==> src/rtl/mux_2_1_arbiter.sv <==
// mux_2_1_arbiter
// Two-requester round-robin arbiter driving a shared DW-bit mux.
// The owner of the mux may transfer up to MAX_BURST words back to back
// while the other side is waiting. After that, ownership passes directly
// to the waiting requester with no idle cycle in between.
// All outputs are registered. gnt is one-hot-or-zero. S always names the
// current owner and keeps its last value while the arbiter is idle.

module mux_2_1_arbiter #(
    parameter int DW        = 8,
    parameter int MAX_BURST = 4
) (
    input  logic          clk,
    input  logic          rst,
    input  logic [1:0]    req,
    input  logic [DW-1:0] in0,
    input  logic [DW-1:0] in1,
    output logic [1:0]    gnt,
    output logic          S,
    output logic [DW-1:0] out,
    output logic          out_valid
);

    typedef enum logic [1:0] {
        ST_IDLE = 2'd0,
        ST_OWN0 = 2'd1,
        ST_OWN1 = 2'd2
    } state_t;

    // Counter value at which the transfer in progress is the last one
    // allowed in the current burst.
    localparam logic [7:0] LP_BURST_LAST = 8'(MAX_BURST - 1);

    state_t        r_state;
    logic [7:0]    r_cnt;
    logic          r_last;
    logic [1:0]    r_gnt;
    logic          r_s;
    logic [DW-1:0] r_out;
    logic          r_out_valid;

    logic          w_idle;
    logic          w_owner;
    logic          w_own_req;
    logic          w_other_req;
    logic          w_burst_done;
    logic          w_transfer;
    logic          w_take;
    logic          w_take_idx;
    logic          w_release;

    // Work out this cycle's decisions: is there a transfer, does ownership
    // move (and to whom), or does the current owner let go into idle.
    always_comb begin
        w_idle       = (r_state == ST_IDLE);
        w_owner      = (r_state == ST_OWN1);
        w_own_req    = req[w_owner];
        w_other_req  = req[~w_owner];
        w_burst_done = (r_cnt == LP_BURST_LAST);
        w_transfer   = 1'b0;
        w_take       = 1'b0;
        w_take_idx   = 1'b0;
        w_release    = 1'b0;
        if (w_idle) begin
            w_take     = (req != 2'b00);
            w_take_idx = (req == 2'b11) ? ~r_last : req[1];
        end else begin
            w_transfer = w_own_req;
            w_take     = w_other_req && (!w_own_req || w_burst_done);
            w_take_idx = ~w_owner;
            w_release  = !w_own_req && !w_other_req;
        end
    end

    // Arbitration state, burst counter, and registered mux outputs.
    // Reset takes precedence over every other input.
    always_ff @(posedge clk) begin
        if (rst) begin
            r_state     <= ST_IDLE;
            r_cnt       <= 8'd0;
            r_last      <= 1'b1;
            r_gnt       <= 2'b00;
            r_s         <= 1'b0;
            r_out       <= '0;
            r_out_valid <= 1'b0;
        end else begin
            r_out_valid <= 1'b0;
            if (w_transfer) begin
                r_out       <= w_owner ? in1 : in0;
                r_out_valid <= 1'b1;
                r_cnt       <= r_cnt + 8'd1;
            end
            if (w_take) begin
                r_state <= w_take_idx ? ST_OWN1 : ST_OWN0;
                r_gnt   <= w_take_idx ? 2'b10 : 2'b01;
                r_s     <= w_take_idx;
                r_last  <= w_take_idx;
                r_cnt   <= 8'd0;
            end else if (w_release) begin
                r_state <= ST_IDLE;
                r_gnt   <= 2'b00;
            end else if (w_transfer && w_burst_done) begin
                r_cnt <= 8'd0;
            end
        end
    end

    assign gnt       = r_gnt;
    assign S         = r_s;
    assign out       = r_out;
    assign out_valid = r_out_valid;

endmodule
==> config.mk <==
export PLATFORM = sky130hd
export DESIGN_NAME = mux_2_1_arbiter
export DESIGN_NICKNAME = d
export VERILOG_FILES = /design/src/rtl/mux_2_1_arbiter.sv
export SDC_FILE = /design/constraint.sdc
export NUM_CORES = 1
export LEC_CHECK = 0
export CORE_ASPECT_RATIO = 1.5
export CORE_MARGIN = 4
export CORE_UTILIZATION = 41
export CTS_CLUSTER_SIZE = 24
export DETAILED_ROUTE_END_ITERATION = 8
export PLACE_DENSITY = 0.74
export SYNTH_ARGS = -nofsm -noshare
export SYNTH_HDL_FRONTEND = slang
export SYNTH_SLANG_ARGS = --single-unit
export TNS_END_PERCENT = 5
==> constraint.sdc <==
create_clock -name clk -period 1.6 [get_ports clk]
set_input_delay 0.32 -clock clk [delete_from_list [all_inputs] [get_ports clk]]
set_output_delay 0.32 -clock clk [all_outputs]
set_load 0.1 [all_outputs]
* Word level (Yosys, flattened, before mapping)
Index checks and enable logic that the tools add are counted.
** Cells by class
- $add $sub $neg :: 1
- Magnitude comparators :: 2
- Eq/ne operators :: 3
- Multiplexer cells :: 17
- Bitwise gates (word level) :: 2
- Reduce and logical (&&, ||, !) cells :: 10
** Operators with widths (number)
- $mux W8 :: 4
- $mux W1 :: 10
- $add A8 B1 Y8 const B :: 1
- $eq A8 B2 Y1 const B :: 1
- $mux W2 :: 3
- $eq A2 B2 Y1 const B :: 2
- $lt A1 B2 Y1 const B :: 2
- $reduce_bool A2 Y1 :: 2
- $logic_and A1 B1 Y1 :: 3
- $logic_not A1 Y1 :: 2
- $logic_not A2 Y1 :: 1
- $not A1 Y1 :: 2
- $reduce_or A2 Y1 :: 1
- $logic_or A1 B1 Y1 :: 1
** Storage, ports and cells
- Register bits :: 21
- Output and inout bits :: 12

* Logic depth before layout (Yosys ltp)
Gate-level depths: netlist of run 1.
- Depth after elaboration :: 9
- Depth in mapped cells :: 6
- Mapped depth without buffers :: 5

* Worst setup path before layout of run 1
Ideal clock, no wire load.
- Path type :: reg2reg
- Start :: reg gnt[0] (netlist name)
- End :: reg r_last
- Setup time :: 0.129 ns
- Data arrival time :: 2.182 ns
- Required time :: 1.471 ns
- Path slack :: -0.711 ns
- Cell stages (with the launch flop) :: 7
- Cell sequence :: dfxtp_1 -> buf_6 -> and3b_1 -> buf_6 -> or3_4 -> a2111oi_2 -> a31oi_1
** RTL lines
- to (signal assigned) :: RTL line 97 : r_last <= w_take_idx;
- to (decl) :: RTL line 36 : logic r_last;

* Final worst setup path of run 1
- Start :: reg r_cnt[1]
- End :: reg r_s (netlist: S)
** On the way
- Cells in the longest elaborated chain, start to end :: 4
** Ends and longest elaborated chain
- from (decl) :: RTL line 35 : logic [7:0] r_cnt;
- from (signal assigned) :: RTL line 91 : r_cnt <= r_cnt + 8'd1;
- $eq A8 B2 Y1 :: RTL line 59 : w_burst_done = (r_cnt == LP_BURST_LAST);
- $logic_or A1 B1 Y1 :: RTL line 69 : w_take = w_other_req && (!w_own_req || w_burst_done);
- $logic_and A1 B1 Y1 :: RTL line 69
- $mux W1 :: RTL line 64 : if (w_idle) begin
- to (signal assigned) :: RTL line 96 : r_s <= w_take_idx;
- to (decl) :: RTL line 38 : logic r_s;
No other way between the ends.
A chain may end at the register's enable or synchronous reset.

==> results.yml, run 1 <==
yosys:
  ys_seq_elements: 21
  synth_top_family_by_area: "compound AO/OA/AOI/OAI gates"
  post_syn_nets: 138
  yosys-mux-area-fraction_pct: 8.511
  synth.yosys.seq_area_share_pct: 39.72
  synth_area_per_cell_um2: 9.047
  adder_and_majority_gate_portion_of_the_synthesized_area_pct: 1.182
  syn-cell-area_um2: 1059
  post_synth_num_cell_types: 36
  ys_warn_count: 0
  yosys.area_share.xor_xnor_pct: 4.965
  synth_compound_area_share_pct: 20.21
  count_of_mapped_cells_out_of_synthesis: 117
  yosys.area_share.simple_pct: 19.98
critical_path:
  critical_path.startpoint_type: "register"
  worst_ep_arrival_time_ns: 1.79
  worstSetupPathType: "reg2reg"
  cp_cell_instances: "ha_4 -> nor3b_4 -> buf_4 -> a31oi_1 -> or2_2 -> a21oi_1"
  r2r.worst_path.cells: 6
  required_time_worst_endpoint_ns: 1.85
  timing.rr.start: "r_cnt[1]$_SDFF_PP0_"
  cpPeakStageDelay_ns: 0.41
  r2r_end: "S$_SDFFE_PP0P_"
  r2r_setup_slack_ns: 0.06
  setup.worst_path.end_class: "register"
  crit_path_max_fanout: 5
  critPathTopFamily: "simple AND/OR/NAND/NOR gates"
  crit_path_buf_inv_count: 1
  slowest_stage: "dfxtp_1"
route:
  viasPerCell: 5.670
  drt_wl_total_um: 2872
  route.vias.total: 1083
  detailedRoute.firstPassIterationCount: 4
  dr.first_iter.drc_count: 31
  wire_per_inst_um: 15.04
  route.detailed.drc: 0
  drt.antenna.violating_nets: 0
cts:
  tritoncts: "built"
  clock_path_buffers: 2
  clk_tree_root_cell: "clkbuf_4"
  ctsHoldBuffers: 0
  cts_htree_levels: 1
  clock_latency_ns: 0.30
  clock_pin_slew_worst_setup_and_hold_paths_ns: 0.12
  number_of_clock_sinks: 21
  number_of_cts_inserted_buffers: 3
sta:
  post-route-period-util_pct: 96.40
  max-slew-margin-rel_pct: 71.83
  setup_viol: 0
  fmax_ghz: 0.6484
  tightest_slew_ns: 0.4199
  timing.final.crit_period_ns: 1.542
  skew_ns: 0.003856
  setup_ws_ns: 0.05765
  final_hold_viol_count: 0
  final.setup.tns_ns: 0
  maxSlewViolCount: 0
power_and_ir_drop:
  max-vdd-ir-drop_mv: 0.6406
  power.density_cell_area_nw_per_um2: 782.9
  power.switching_fraction_pct: 36.23
  power_frac_seq_pct: 42.7
  comb_power_share_pct: 38.4
  power_switching_mw: 0.4986
  share_clk_of_total_power_pct: 18.9
  power_leakage_nw: 0.7309
  power.internal_mw: 0.8777
placement:
  place.detailed.hpwl_um: 2162
  preCtsSetupSlack_ns: -0.3277
  post-place-cells: 184
  routabilityCongestion: 0.8474
  numPortBuffers: 31
run:
  cap_violations: 0
worst_hold_path:
  hold-path-endpoint: "r_cnt[7]$_SDFF_PP0_"
  worst_hold_path_startpoint: "r_cnt[7]$_SDFF_PP0_"
  hp-class: "reg2reg"
  holdPathStages: 2
die:
  fp.dieArea_um2: 3475
  ioPinCount: 32
  die_width_um: 49.49
  fp-row-count: 22
  start_util_pct: 43.21
  floorplan.die.height_um: 70.23
  core-area_um2: 2450
grt:
  gr-usage-met3_pct: 4.478
  number_of_antenna_violations_at_the_first_check_in_global_routing: 0
  grt_first_pass_wirelength_um: 4719
  largest_net_degree_at_the_start_of_global_routing: 19
  globalRouteMet2Util_pct: 31.94
  overall_fraction_of_global_route_tracks_in_use_pct: 16.92
  global_route.peak_usage_layer: "met2"
  globalRouteOverflowTotal: 0
  via_count_of_the_first_global_routing_pass: 1093
  globalRouteMet1Util_pct: 16.91
run_status:
  status: "complete, no violations"
layout:
  final-instance-count-excl-fill: 191
  final_nets: 189
  n_antenna_cell: 0
  area_growth_pct: 66.08
  final_layout_size_suffix_gt1_share_pct: 32.93
==> synth_stat cells <==
cell / instances / area share [%]
a2111oi_2: 1 / 1.4
a211oi_1: 9 / 6.4
a21bo_2: 1 / 0.95
a21oi_1: 5 / 2.4
a22oi_1: 1 / 0.71
a31oi_1: 2 / 1.2
and2_1: 1 / 0.59
and3_1: 2 / 1.2
and3b_1: 1 / 0.83
buf_2: 3 / 1.4
buf_6: 2 / 2.1
clkbuf_1: 3 / 1.1
clkbuf_2: 1 / 0.47
dfxtp_1: 21 / 40
ha_1: 1 / 1.2
inv_1: 1 / 0.35
mux2i_1: 9 / 8.5
nand2_1: 6 / 2.1
nand2b_1: 1 / 0.59
nand3_1: 3 / 1.4
nand3b_1: 1 / 0.71
nand4_1: 1 / 0.59
nor2_1: 19 / 6.7
nor3b_1: 1 / 0.71
nor4_2: 1 / 1.2
nor4bb_1: 1 / 0.95
o2111ai_1: 4 / 3.3
o21ai_0: 2 / 0.95
o21bai_1: 2 / 1.4
o221ai_1: 1 / 0.83
o31ai_1: 1 / 0.71
or2_2: 1 / 0.59
or3_4: 1 / 1.1
or4_1: 1 / 0.71
xnor2_1: 1 / 0.83
xor2_1: 5 / 4.1
==> sequential cells by signal, indices dropped and copies added (netlist names) <==
signal / count
out: 8
r_cnt: 8
r_last: 1
S: 1
gnt: 2
out_valid: 1
==> per-stage QoR <==
stage / total power [mW] / hold WS [ns] / util, % / cell area, µm²
floorplan: 0.8876 / 0.3928 / - / 1064
global placement: 1.101 / 0.4791 / 66.96 / 1640
detailed placement: 1.110 / 0.5041 / 66.96 / 1640
CTS: 1.371 / 0.5222 / 68.74 / 1684
global route: 1.440 / 0.5474 / 71.76 / 1758
finish: 1.376 / 0.5214 / 71.76 / 1758
==> routing by layer <==
layer  part of all wire (%)  up-vias
li1                       -      530
met2                     55       31
met3                    6.3        6
met1                     37      516
met4                    1.6        0
met5                      0        -
==> worst register-to-register path, cell delays in order (launching register included) <==
cell	delay [ns]
dfxtp_1	0.41
ha_4	0.18
nor3b_4	0.21
buf_4	0.15
a31oi_1	0.11
or2_2	0.31
a21oi_1	0.12
==> power groups by stage <==
stage,Clock [mW],Sequential [mW],Combinational [mW]
6_report,0.260,0.588,0.529
3_5_place_dp,0,0.602,0.507
5_1_grt,0.290,0.593,0.557
3_3_place_gp,0,0.601,0.500
4_1_cts,0.269,0.591,0.511
2_1_floorplan,0,0.767,0.121
==> how the worst max path moves through the flow <==
stage | start | end | slack, ns | cells after the start
2_1_floorplan | gnt[0]$_SDFFE_PP0P_ | r_last$_SDFFE_PP1P_ | -0.23 | 6
3_3_place_gp | req[0] | r_last$_SDFFE_PP1P_ | -0.32 | 5
3_5_place_dp | req[1] | r_cnt[7]$_SDFF_PP0_ | -0.33 | 5
4_1_cts | r_cnt[1]$_SDFF_PP0_ | r_last$_SDFFE_PP1P_ | 0.009 | 5
5_1_grt | r_cnt[1]$_SDFF_PP0_ | S$_SDFFE_PP0P_ | -0.02 | 6
6_report | r_cnt[1]$_SDFF_PP0_ | S$_SDFFE_PP0P_ | 0.06 | 6
==> cell families after synthesis <==
family	Yosys count
simple gates	41
fa+ha+maj	1
buf+inv	10
compound gates	29
mux	9
xor+xnor	6
flops	21
==> layout make-up <==
cell class / count / area, µm²
clock buffer: 3 / 22.52
clock inverter: 1 / 5.005
fill: 189 / 691.9
inverter: 1 / 3.754
multi-input combinational: 86 / 644.4
sequential: 21 / 426.7
tap: 24 / 30.03
timing repair buffer: 55 / 625.6
==> cells in the final DEF, fill, tap and decap left out, types with 2 or more instances in the layout <==
cell type	instances
and3_1	2
dfxtp_2	2
nand3_1	2
nor2_1	19
a211oi_1	9
clkbuf_4	3
dlymetal6s2s_1	2
o21ai_0	2
xor2_1	5
a21oi_1	5
buf_12	13
a31oi_1	2
o2111ai_1	4
dfxtp_1	18
mux2i_1	9
clkdlybuf4s50_1	17
buf_4	22
nand2_1	6
==> timing repair <==
action                     4_1_cts  5_1_grt
buffers inserted                 0        3
pin swaps                        0        2
gates resized for setup          4       10
setup endpoints to repair       11       17
(Power assumes the default switching activity.)
==> run 2: changes to the inputs <==
- MAX_ROUTING_LAYER: unset -> met4
==> run 2 against run 1 <==
Effect of this change:
- largest power group unchanged
- sequential share of layout area did not move
- clock power rose by 3%
- die area did not move
- combinational power barely moved
- clock-buffer cell count did not move
- via count fell by 1.0%
- flip-flop and latch count did not move
- non-clock buffer count did not move
- design area did not move
- first-iteration DRC count rose by 3.2%
- critical path type unchanged
==> results.yml, run 2 (synthesis results as in run 1) <==
power_and_ir_drop:
  max-vdd-ir-drop_mv: 0.6580
  power.density_cell_area_nw_per_um2: 787.3
  power_leakage_nw: 0.7309
  final_total_pwr_mw: 1.384
sta:
  tightest_slew_ns: 0.4201
  skew_ns: 0.01087
  setup_ws_ns: 0.06650
  max-slew-margin-rel_pct: 71.82
  setup_viol: 0
  final_hold_viol_count: 0
  timing.final.crit_period_ns: 1.533
  post-route-period-util_pct: 95.84
  finalHoldWorstSlack_ns: 0.5142
  fmax_ghz: 0.6521
  final.setup.tns_ns: 0
  maxSlewViolCount: 0
grt:
  via_count_of_the_first_global_routing_pass: 1094
  overall_fraction_of_global_route_tracks_in_use_pct: 17.38
  globalRouteOverflowTotal: 0
  largest_net_degree_at_the_start_of_global_routing: 19
  number_of_antenna_violations_at_the_first_check_in_global_routing: 0
  grt_first_pass_wirelength_um: 4726
layout:
  n_antenna_cell: 0
  final_cell_mix: "buf_4 (22), nor2_1 (19), dfxtp_1 (18)"
  finish.utilization_pct: 71.76
  mostFrequentLayoutCell: "buf_4"
  area_growth_pct: 66.08
  final_nets: 189
  final_layout_size_suffix_gt1_share_pct: 32.93
  fill_cells: 189
critical_path:
  required_time_worst_endpoint_ns: 1.86
  slowest_stage: "dfxtp_1"
  cpPeakStageDelay_ns: 0.41
  worst_ep_arrival_time_ns: 1.79
  crit_path_buf_inv_count: 1
  crit_path_max_fanout: 5
  worst-path-stages: 6
  critical_path.startpoint_type: "register"
  cp_cell_instances: "ha_4 -> nor3b_4 -> buf_4 -> a31oi_1 -> or2_2 -> a21oi_1"
  critPathTopFamily: "simple AND/OR/NAND/NOR gates"
  worstSetupPathType: "reg2reg"
  r2r.worst_path.cells: 6
  setup.worst_path.end_class: "register"
die:
  die_width_um: 49.49
  core-area_um2: 2450
  ioPinCount: 32
  fp-row-count: 22
  start_util_pct: 43.21
  fp.dieArea_um2: 3475
  floorplan.die.height_um: 70.23
cts:
  tritoncts: "built"
  clk_tree_root_cell: "clkbuf_4"
  number_of_clock_sinks: 21
  clock_path_buffers: 2
  number_of_cts_inserted_buffers: 3
  cts_htree_levels: 1
  clock_latency_ns: 0.31
  clock_pin_slew_worst_setup_and_hold_paths_ns: 0.13
route:
  drt.antenna.violating_nets: 0
  wire_per_inst_um: 15.18
  route.detailed.drc: 0
  route.vias.total: 1072
  viasPerCell: 5.613
  drt_wl_total_um: 2900
  detailedRoute.firstPassIterationCount: 4
  dr.first_iter.drc_count: 32
worst_hold_path:
  holdPathStages: 5
  hp-class: "in2reg"
placement:
  place.detailed.hpwl_um: 2162
  numPortBuffers: 31
  preCtsSetupSlack_ns: -0.3277
  routabilityCongestion: 0.8607
run_status:
  status: "complete, no violations"
run:
  cap_violations: 0
## run 2: layout make-up
cell class / instances / area, µm² / area share (%)
multi-input combinational: 86 / 644.4 / 36.65
timing repair buffer: 55 / 625.6 / 35.59
sequential: 21 / 426.7 / 24.27
tap: 24 / 30.03 / 1.708
clock buffer: 3 / 22.52 / 1.281
clock inverter: 1 / 5.005 / 0.2847
inverter: 1 / 3.754 / 0.2135
## run 2: final timing paths
check	slack, ns	from	end
max reg2reg	0.07	r_cnt[1]$_SDFF_PP0_	S$_SDFFE_PP0P_
min	0.51	req[0]	gnt[0]$_SDFFE_PP0P_
max	0.07	r_cnt[1]$_SDFF_PP0_	S$_SDFFE_PP0P_
min reg2reg	0.52	r_cnt[7]$_SDFF_PP0_	r_cnt[7]$_SDFF_PP0_
## run 2: power breakdown
part           switching [mW]  internal, mW  total, mW  leakage (nW)
sequential             0.0343         0.554      0.588         0.173
combinational           0.298         0.231      0.529         0.540
clock                   0.174        0.0934      0.267        0.0177
## run 2: through the flow
stage	area, µm²	std cells
5_1_grt	1758	191
4_1_cts	1684	188
6_report	1758	191
3_3_place_gp	1640	184
2_1_floorplan	1064	117
3_5_place_dp	1640	184
## run 2: metal layers
metal	track usage, %	part of all wire, %	up-vias
li1	-	-	528
met1	17.56	38	507
met2	31.94	55	31
met3	3.412	5.0	6
met4	7.077	1.8	0
met5	-	0	-
## run 2: timing repair
action | 4_1_cts | 5_1_grt
pin swaps | 0 | 2
cloned | 0 | 0
buffers inserted | 0 | 3
endpoints found under the setup margin | 11 | 17
hold buffers | 0 | 0
gates resized for setup | 4 | 10
## run 2: worst reg2reg max path, cell delays in order, from the launching register on
cell,delay [ns]
dfxtp_1,0.41
ha_4,0.18
nor3b_4,0.21
buf_4,0.15
a31oi_1,0.11
or2_2,0.31
a21oi_1,0.12
